File: src/rtl/irq_ctrl8.sv
// irq_ctrl8: 8-channel interrupt controller with edge-latched pending bits,
// priority select and an ack/eoi handshake toward one consumer.
// Ports: iClk, iRst (async, active-high), iReq[7:0] (active-low requests),
//   iMask[7:0] (1 = masked), iEI (active-low enable), iAck, iEoi,
//   oIrq, oVec[2:0], oInService[7:0], oEO (active-low cascade out).
// Option: define IRQ_ROTATE_PRI_EN for rotating priority (pointer pPri).
module irq_ctrl8 (
    input  logic       iClk,
    input  logic       iRst,
    input  logic [7:0] iReq,
    input  logic [7:0] iMask,
    input  logic       iEI,
    input  logic       iAck,
    input  logic       iEoi,
    output logic       oIrq,
    output logic [2:0] oVec,
    output logic [7:0] oInService,
    output logic       oEO
);

    typedef enum logic [1:0] {IDLE, PEND, SERVICE} state_t;

    state_t     state;
    state_t     stateNext;
    logic [7:0] reqPrev;
    logic [7:0] pending;
    logic [7:0] pendingNext;
    logic [7:0] clrMask;
    logic [7:0] fall;
    logic [7:0] cand;
    logic       anyCand;
    logic [2:0] winner;
    logic       irqNext;
    logic [2:0] vecNext;
    logic [7:0] inSvcNext;
    logic       eoNext;

    assign fall    = reqPrev & ~iReq;
    assign cand    = pending & ~iMask;
    assign anyCand = |cand;

`ifdef IRQ_ROTATE_PRI_EN
    logic [2:0] pPri;
    logic [2:0] pPriNext;
    logic [2:0] rotIdx;

    // Walk from lowest to highest priority so the last hit wins;
    // offset 0 from pPri is the highest priority.
    always_comb begin
        winner = '0;
        rotIdx = '0;
        for (int j = 7; j >= 0; j--) begin
            rotIdx = pPri - 3'(j);
            if (cand[rotIdx]) winner = rotIdx;
        end
    end
`else
    // Ascending scan: the highest-numbered candidate wins.
    always_comb begin
        winner = '0;
        for (int i = 0; i < 8; i++) begin
            if (cand[i]) winner = 3'(i);
        end
    end
`endif

    // State register
    always_ff @(posedge iClk or posedge iRst) begin
        if (iRst) state <= IDLE;
        else      state <= stateNext;
    end

    // Next-state logic
    always_comb begin
        stateNext = state;
        unique case (state)
            IDLE: begin
                if (!iEI && anyCand) stateNext = PEND;
            end
            PEND: begin
                if (iAck)                     stateNext = SERVICE;
                else if (iEI || iMask[oVec])  stateNext = IDLE;
            end
            SERVICE: begin
                if (iEoi) stateNext = IDLE;
            end
            default: stateNext = IDLE;
        endcase
    end

    // Output / datapath next values
    always_comb begin
        irqNext   = oIrq;
        vecNext   = oVec;
        inSvcNext = oInService;
        clrMask   = '0;
`ifdef IRQ_ROTATE_PRI_EN
        pPriNext  = pPri;
`endif
        unique case (state)
            IDLE: begin
                if (!iEI && anyCand) begin
                    vecNext = winner;
                    irqNext = 1'b1;
                end
            end
            PEND: begin
                if (iAck) begin
                    clrMask   = 8'b1 << oVec;
                    inSvcNext = 8'b1 << oVec;
                    irqNext   = 1'b0;
                end else if (iEI || iMask[oVec]) begin
                    irqNext = 1'b0;
                end
            end
            SERVICE: begin
                if (iEoi) begin
                    inSvcNext = '0;
`ifdef IRQ_ROTATE_PRI_EN
                    pPriNext  = oVec - 3'd1;
`endif
                end
            end
            default: irqNext = 1'b0;
        endcase
        // A new falling edge beats a same-cycle ack clear.
        pendingNext = (pending & ~clrMask) | fall;
        eoNext      = !(!iEI && (state == IDLE) && !anyCand);
    end

    always_ff @(posedge iClk or posedge iRst) begin
        if (iRst) begin
            reqPrev    <= 8'hFF;
            pending    <= '0;
            oIrq       <= 1'b0;
            oVec       <= '0;
            oInService <= '0;
            oEO        <= 1'b1;
`ifdef IRQ_ROTATE_PRI_EN
            pPri       <= 3'd7;
`endif
        end else begin
            reqPrev    <= iReq;
            pending    <= pendingNext;
            oIrq       <= irqNext;
            oVec       <= vecNext;
            oInService <= inSvcNext;
            oEO        <= eoNext;
`ifdef IRQ_ROTATE_PRI_EN
            pPri       <= pPriNext;
`endif
        end
    end

endmodule

File: config.mk
export PLATFORM = sky130hd
export DESIGN_NAME = irq_ctrl8
export DESIGN_NICKNAME = d
export VERILOG_FILES = /design/src/rtl/irq_ctrl8.sv
export SDC_FILE = /design/constraint.sdc
export NUM_CORES = 1
export LEC_CHECK = 0
export BUFFER_PORTS_ARGS = -buffer_cell sky130_fd_sc_hd__buf_4
export CORE_UTILIZATION = 50
export DETAILED_ROUTE_END_ITERATION = 6
export PLACE_DENSITY_LB_ADDON = 0.12
export SLEW_MARGIN = 20
export SYNTH_ARGS = -nofsm -noshare
export SYNTH_HDL_FRONTEND = slang
export SYNTH_SLANG_ARGS = --single-unit
export TNS_END_PERCENT = 30
File: constraint.sdc
create_clock -name iClk -period 3.8 [get_ports iClk]
set_input_delay 0.19 -clock iClk [delete_from_list [all_inputs] [get_ports iClk]]
set_output_delay 0.19 -clock iClk [all_outputs]
set_load 0.02 [all_outputs]
Word level (Yosys, flattened, before mapping)
Cells that the tools add are included.
{ "totals": {"out_inout_bits": 13, "regBits": 31, "inputBits": 21} }
{ "classes": {"n_mux": 23, "bitwise": 8, "n_reduce_logical": 14, "eq_ne": 6, "n_lt_le_gt_ge": 1, "shift": 1} }
{ "ops": {"columns": ["operator", "n"], "rows": [
  ["$mux 8", 4],
  ["$and 8x8->8", 3],
  ["$not 8->8", 3],
  ["$mux 3", 6],
  ["$pmux 8 s2", 1],
  ["$reduce_and 3->1", 3],
  ["$mux 2", 4],
  ["$or 8x8->8", 1],
  ["$reduce_or 8->1", 1],
  ["$shl 1x3->8 const A", 1],
  ["$ne 2x2->1 const B", 3],
  ["$pmux 2 s3", 1],
  ["$mux 1", 5],
  ["$lt 3x4->1 const B", 1],
  ["$bmux 1 s3", 1],
  ["$logic_and 1x1->1", 3],
  ["$logic_not 1->1", 3],
  ["$ne 3x3->1 const B", 1],
  ["$pmux 1 s3", 1],
  ["$eq 2x1->1 const B", 1],
  ["$eq 2x2->1 const B", 1],
  ["$logic_not 2->1", 1],
  ["$reduce_and 2->1", 1],
  ["$reduce_bool 2->1", 1],
  ["other kinds (2)", 2]
]} }

Logic depth before layout (Yosys ltp)
{ "logic_depth": {"ltp_word": 9, "mapped_depth": 5} }

Worst setup path after synthesis
No wires, ideal clock.
{ "synth_timing": {"path_kind": "reg2reg", "startpoint": "register oVec[1]", "endpoint": "register oIrq", "t_required_ns": 3.661, "arrival_time_ns": 1.372, "n_path_buf": 1, "path_slack_ns": 2.289, "setup_time_ns": 0.139, "stages_incl_launch_ff": 6, "synth_period_minus_slack_ns": 1.511, "cell_sequence": "dfrtp_1 > buf_6 > mux2i_1 > mux4_2 > a21oi_1 > o21ai_1"} }
{ "synth_between": {"elab_chain_len": 5} }
{ "synth_lines": {"columns": ["item", "line_no", "text"], "rows": [
  ["from (decl)", "16", "output logic [2:0] oVec,"],
  ["from (signal assigned)", "146", "oVec <= vecNext;"],
  ["$bmux 1 s3", "112", "end else if (iEI || iMask[oVec]) begin"],
  ["$mux 1 (not written as such)", "112", null],
  ["$logic_or 1x1->1", "112", null],
  ["$ne 3x3->1 (no source line)", null, null],
  ["$reduce_and 3->1 (no source line)", null, null],
  ["to (signal assigned)", "145", "oIrq <= irqNext;"],
  ["to (decl)", "15", "output logic oIrq,"]
]} }
No other way between the ends. The select of a mux whose other input is x is not followed.
A chain may end at the register's enable or synchronous reset.

Worst setup path after layout
Same ends and word-level chain as after synthesis.

==> results_dict.tcl <==
set metrics [dict create \
    status "finished clean" \
    root_buffer "clkbuf_4" \
    path_cells "mux2i_1 -> mux4_2 -> a21oi_1 -> o21ai_1" \
    syn_inst 121 \
    antennaDiodeCount 0 \
    area_growth_syn_to_layout_pct 32.3 \
    p_per_area_nw_per_um2 576 \
    routedWlPerCell_um 14.4 \
    hp-class "in -> reg" \
    avgSynthCellArea_um2 11.2 \
    synth_most_common_cell "dfrtp_1" \
    ctsResizeCount 0 \
    post-route-period-util 0.418 \
    drv_cap 0 \
    synth-seq-cells 31 \
    yosysUniqueCellTypes 31 \
    synth_edf_count 0 \
    cts_buffer_depth 2 \
    fmax_mhz 629 \
    dpl.hpwl_mm 2.07 \
    reg2reg_from "oVec[1]" \
    dieArea_um2 2920 \
    dr_total_vias 1037 \
    avgViaCountPerCell 5.19 \
    cts_tree "built" \
    grt_pass1_wl_mm 4.46 \
    ant_nets 0 \
    yosysTopAreaCellShare 0.407 \
    clk_pin_slew_worst_paths_ns 0.10 \
    cp_slowest_cell "dfrtp_1" \
    min_from "iEoi" \
    setup-violations-final 0 \
    fin_ws_ns 2.21 \
    synthTopCellsByCount "dfrtp_1, nand2_1, inv_1, o21ai_0, dfstp_2" \
    ioPinCount 34 \
    cp-start-kind "flip-flop" \
    slowest_delay_ns 0.58 \
    final_nets 190 \
    synth_nets 142 \
    clock-sinks 31 \
    drt_wl_total_mm 2.87 \
    grt_overflow_total 0 \
    clock_latency_ns 0.33 \
    synth_seq_area_share 0.582 \
    fillCellCount 200 \
    dp_slack_ns 2.23 \
    die_h_um 54.0 \
    period_needed_ns 1.59 \
    rsz0062_at_grt "no" \
    setup_tns_ns 0 \
    dr.pass1.iters 4 \
    hold_viol 0 \
    cts.htree.levels 2 \
    end_kind "flip-flop" \
    place_congestion 0.768 \
    start_util 0.536 \
    relSlewSlack 0.474 \
    drc 0 \
    synth_area_leader_cell "dfrtp_1" \
    dr.first_iter.drc_count 34 \
    drive_above_1_share 0.353 \
    fin_util 0.709 \
    crit_start "oVec[1]" \
    async_flop_share 1.00 \
    die_w_um 54.0 \
    first_global_vias 1008 \
    critPathArrivalTime_ns 1.79 \
    port_buffers 33 \
    grt_usage 0.230 \
    cts_buffers 5 \
    core-area_um2 2520 \
    drv_slew 0 \
    synth_ff_type "dfrtp_1" \
    yosys_warnings 0 \
    ys_top_cells_by_area "dfrtp_1, dfstp_2, nand2_1, o21ai_0, inv_1" \
    peakVddDrop_mv 0.430 \
    crit_type "reg -> reg" \
    grt_max_degree 32 \
    leakagePower_nw 0.889 \
    final.hold.worst_slack_ns 0.0561 \
    required_ns 4.00 \
    syn_area_um2 1350 \
    skew_ns 0.00343 \
    antenna_found_initial 0 \
    num_rows 18 \
    worstMarginPinSlew_ns 0.786 \
    crit_fanout 11 \
]
==> worst max-delay path: cells and delay by family (launching register included) <==
kind           cells  cell delay (ns)
multiplexers       2             0.66
AO/OA/AOI/OAI      2             0.22
flip-flops         1             0.58
==> worst paths after layout <==
| path | endpoint | slack (ns) | cells past startpoint |
|---|---|---|---|
| setup / recovery | oIrq | 2.21 | 4 |
| hold / removal | state[1] | 0.06 | 2 |
| setup reg to reg | oIrq | 2.21 | 4 |
| hold reg to reg | oInService[1] | 0.49 | 2 |
| max in group asynchronous | oIrq | 2.89 | 3 |
| min in group asynchronous | oInService[3] | 0.50 | 3 |
==> registers in the layout, summed over array words and instances (netlist names) <==
name	flops
oInService	8
oIrq	1
reqPrev	8
oVec	3
pending	8
state	2
oEO	1
==> per-stage QoR <==
stage	instance area [µm²]	instances	power [mW]
CTS	1780	199	1.04
finish	1790	200	1.03
global placement	1630	183	0.798
global route	1790	200	1.09
detailed placement	1630	183	0.808
floorplan	1350	121	0.682
==> cells in the final DEF (no fill, tap or decap), drive strengths merged, types with 3 or more instances in the layout <==
master / instances
buf: 33
dfstp: 9
o21ai: 15
dfrtp: 22
clkbuf: 7
nand2: 20
mux2i: 5
nand2b: 6
inv: 14
nor3: 3
dlygate4sd3: 9
==> where the power goes <==
part           internal [mW]  total, mW  switching (mW)  leakage [nW]
combinational          0.160      0.341           0.181         0.508
sequential             0.398      0.468          0.0698         0.343
clock                  0.108      0.221           0.113        0.0375
total                  0.666       1.03           0.364         0.889
==> repair_timing <==
action / in CTS / in global routing
hold buffers: 8 / 1
endpoints found under the hold margin: 8 / 22
buffers inserted: 0 / 0
==> per-layer routing <==
layer  vias to the layer above  routed length [µm]  track usage  share of wire
met5                         -                   0            0              0
met4                         0                  82        0.124          0.029
met3                        10                 137       0.0791          0.048
met2                        39                1400        0.385           0.49
met1                       477                1250        0.255           0.44
li1                        511                   -            -              -
==> cells by family (layout without fill, tap and decap cells) <==
| family | Yosys count | in the layout | synth area share |
|---|---|---|---|
| AND/OR/NAND/NOR | 40 | 40 | 0.164 |
| buffers and inverters | 15 | 64 | 0.0472 |
| multiplexers | 8 | 8 | 0.0759 |
| flip-flops | 31 | 31 | 0.582 |
| AO/OA/AOI/OAI | 27 | 27 | 0.131 |
==> layout make-up <==
| type | count | area, µm² | area share |
|---|---|---|---|
| sequential | 31 | 787 | 0.440 |
| multi-input combinational | 75 | 502 | 0.280 |
| clock buffer | 7 | 65.1 | 0.0364 |
| tap | 30 | 37.5 | 0.0210 |
| timing repair buffer | 42 | 338 | 0.189 |
| clock inverter | 1 | 7.51 | 0.00420 |
| inverter | 14 | 52.6 | 0.0294 |
(Power assumes the default switching activity.)
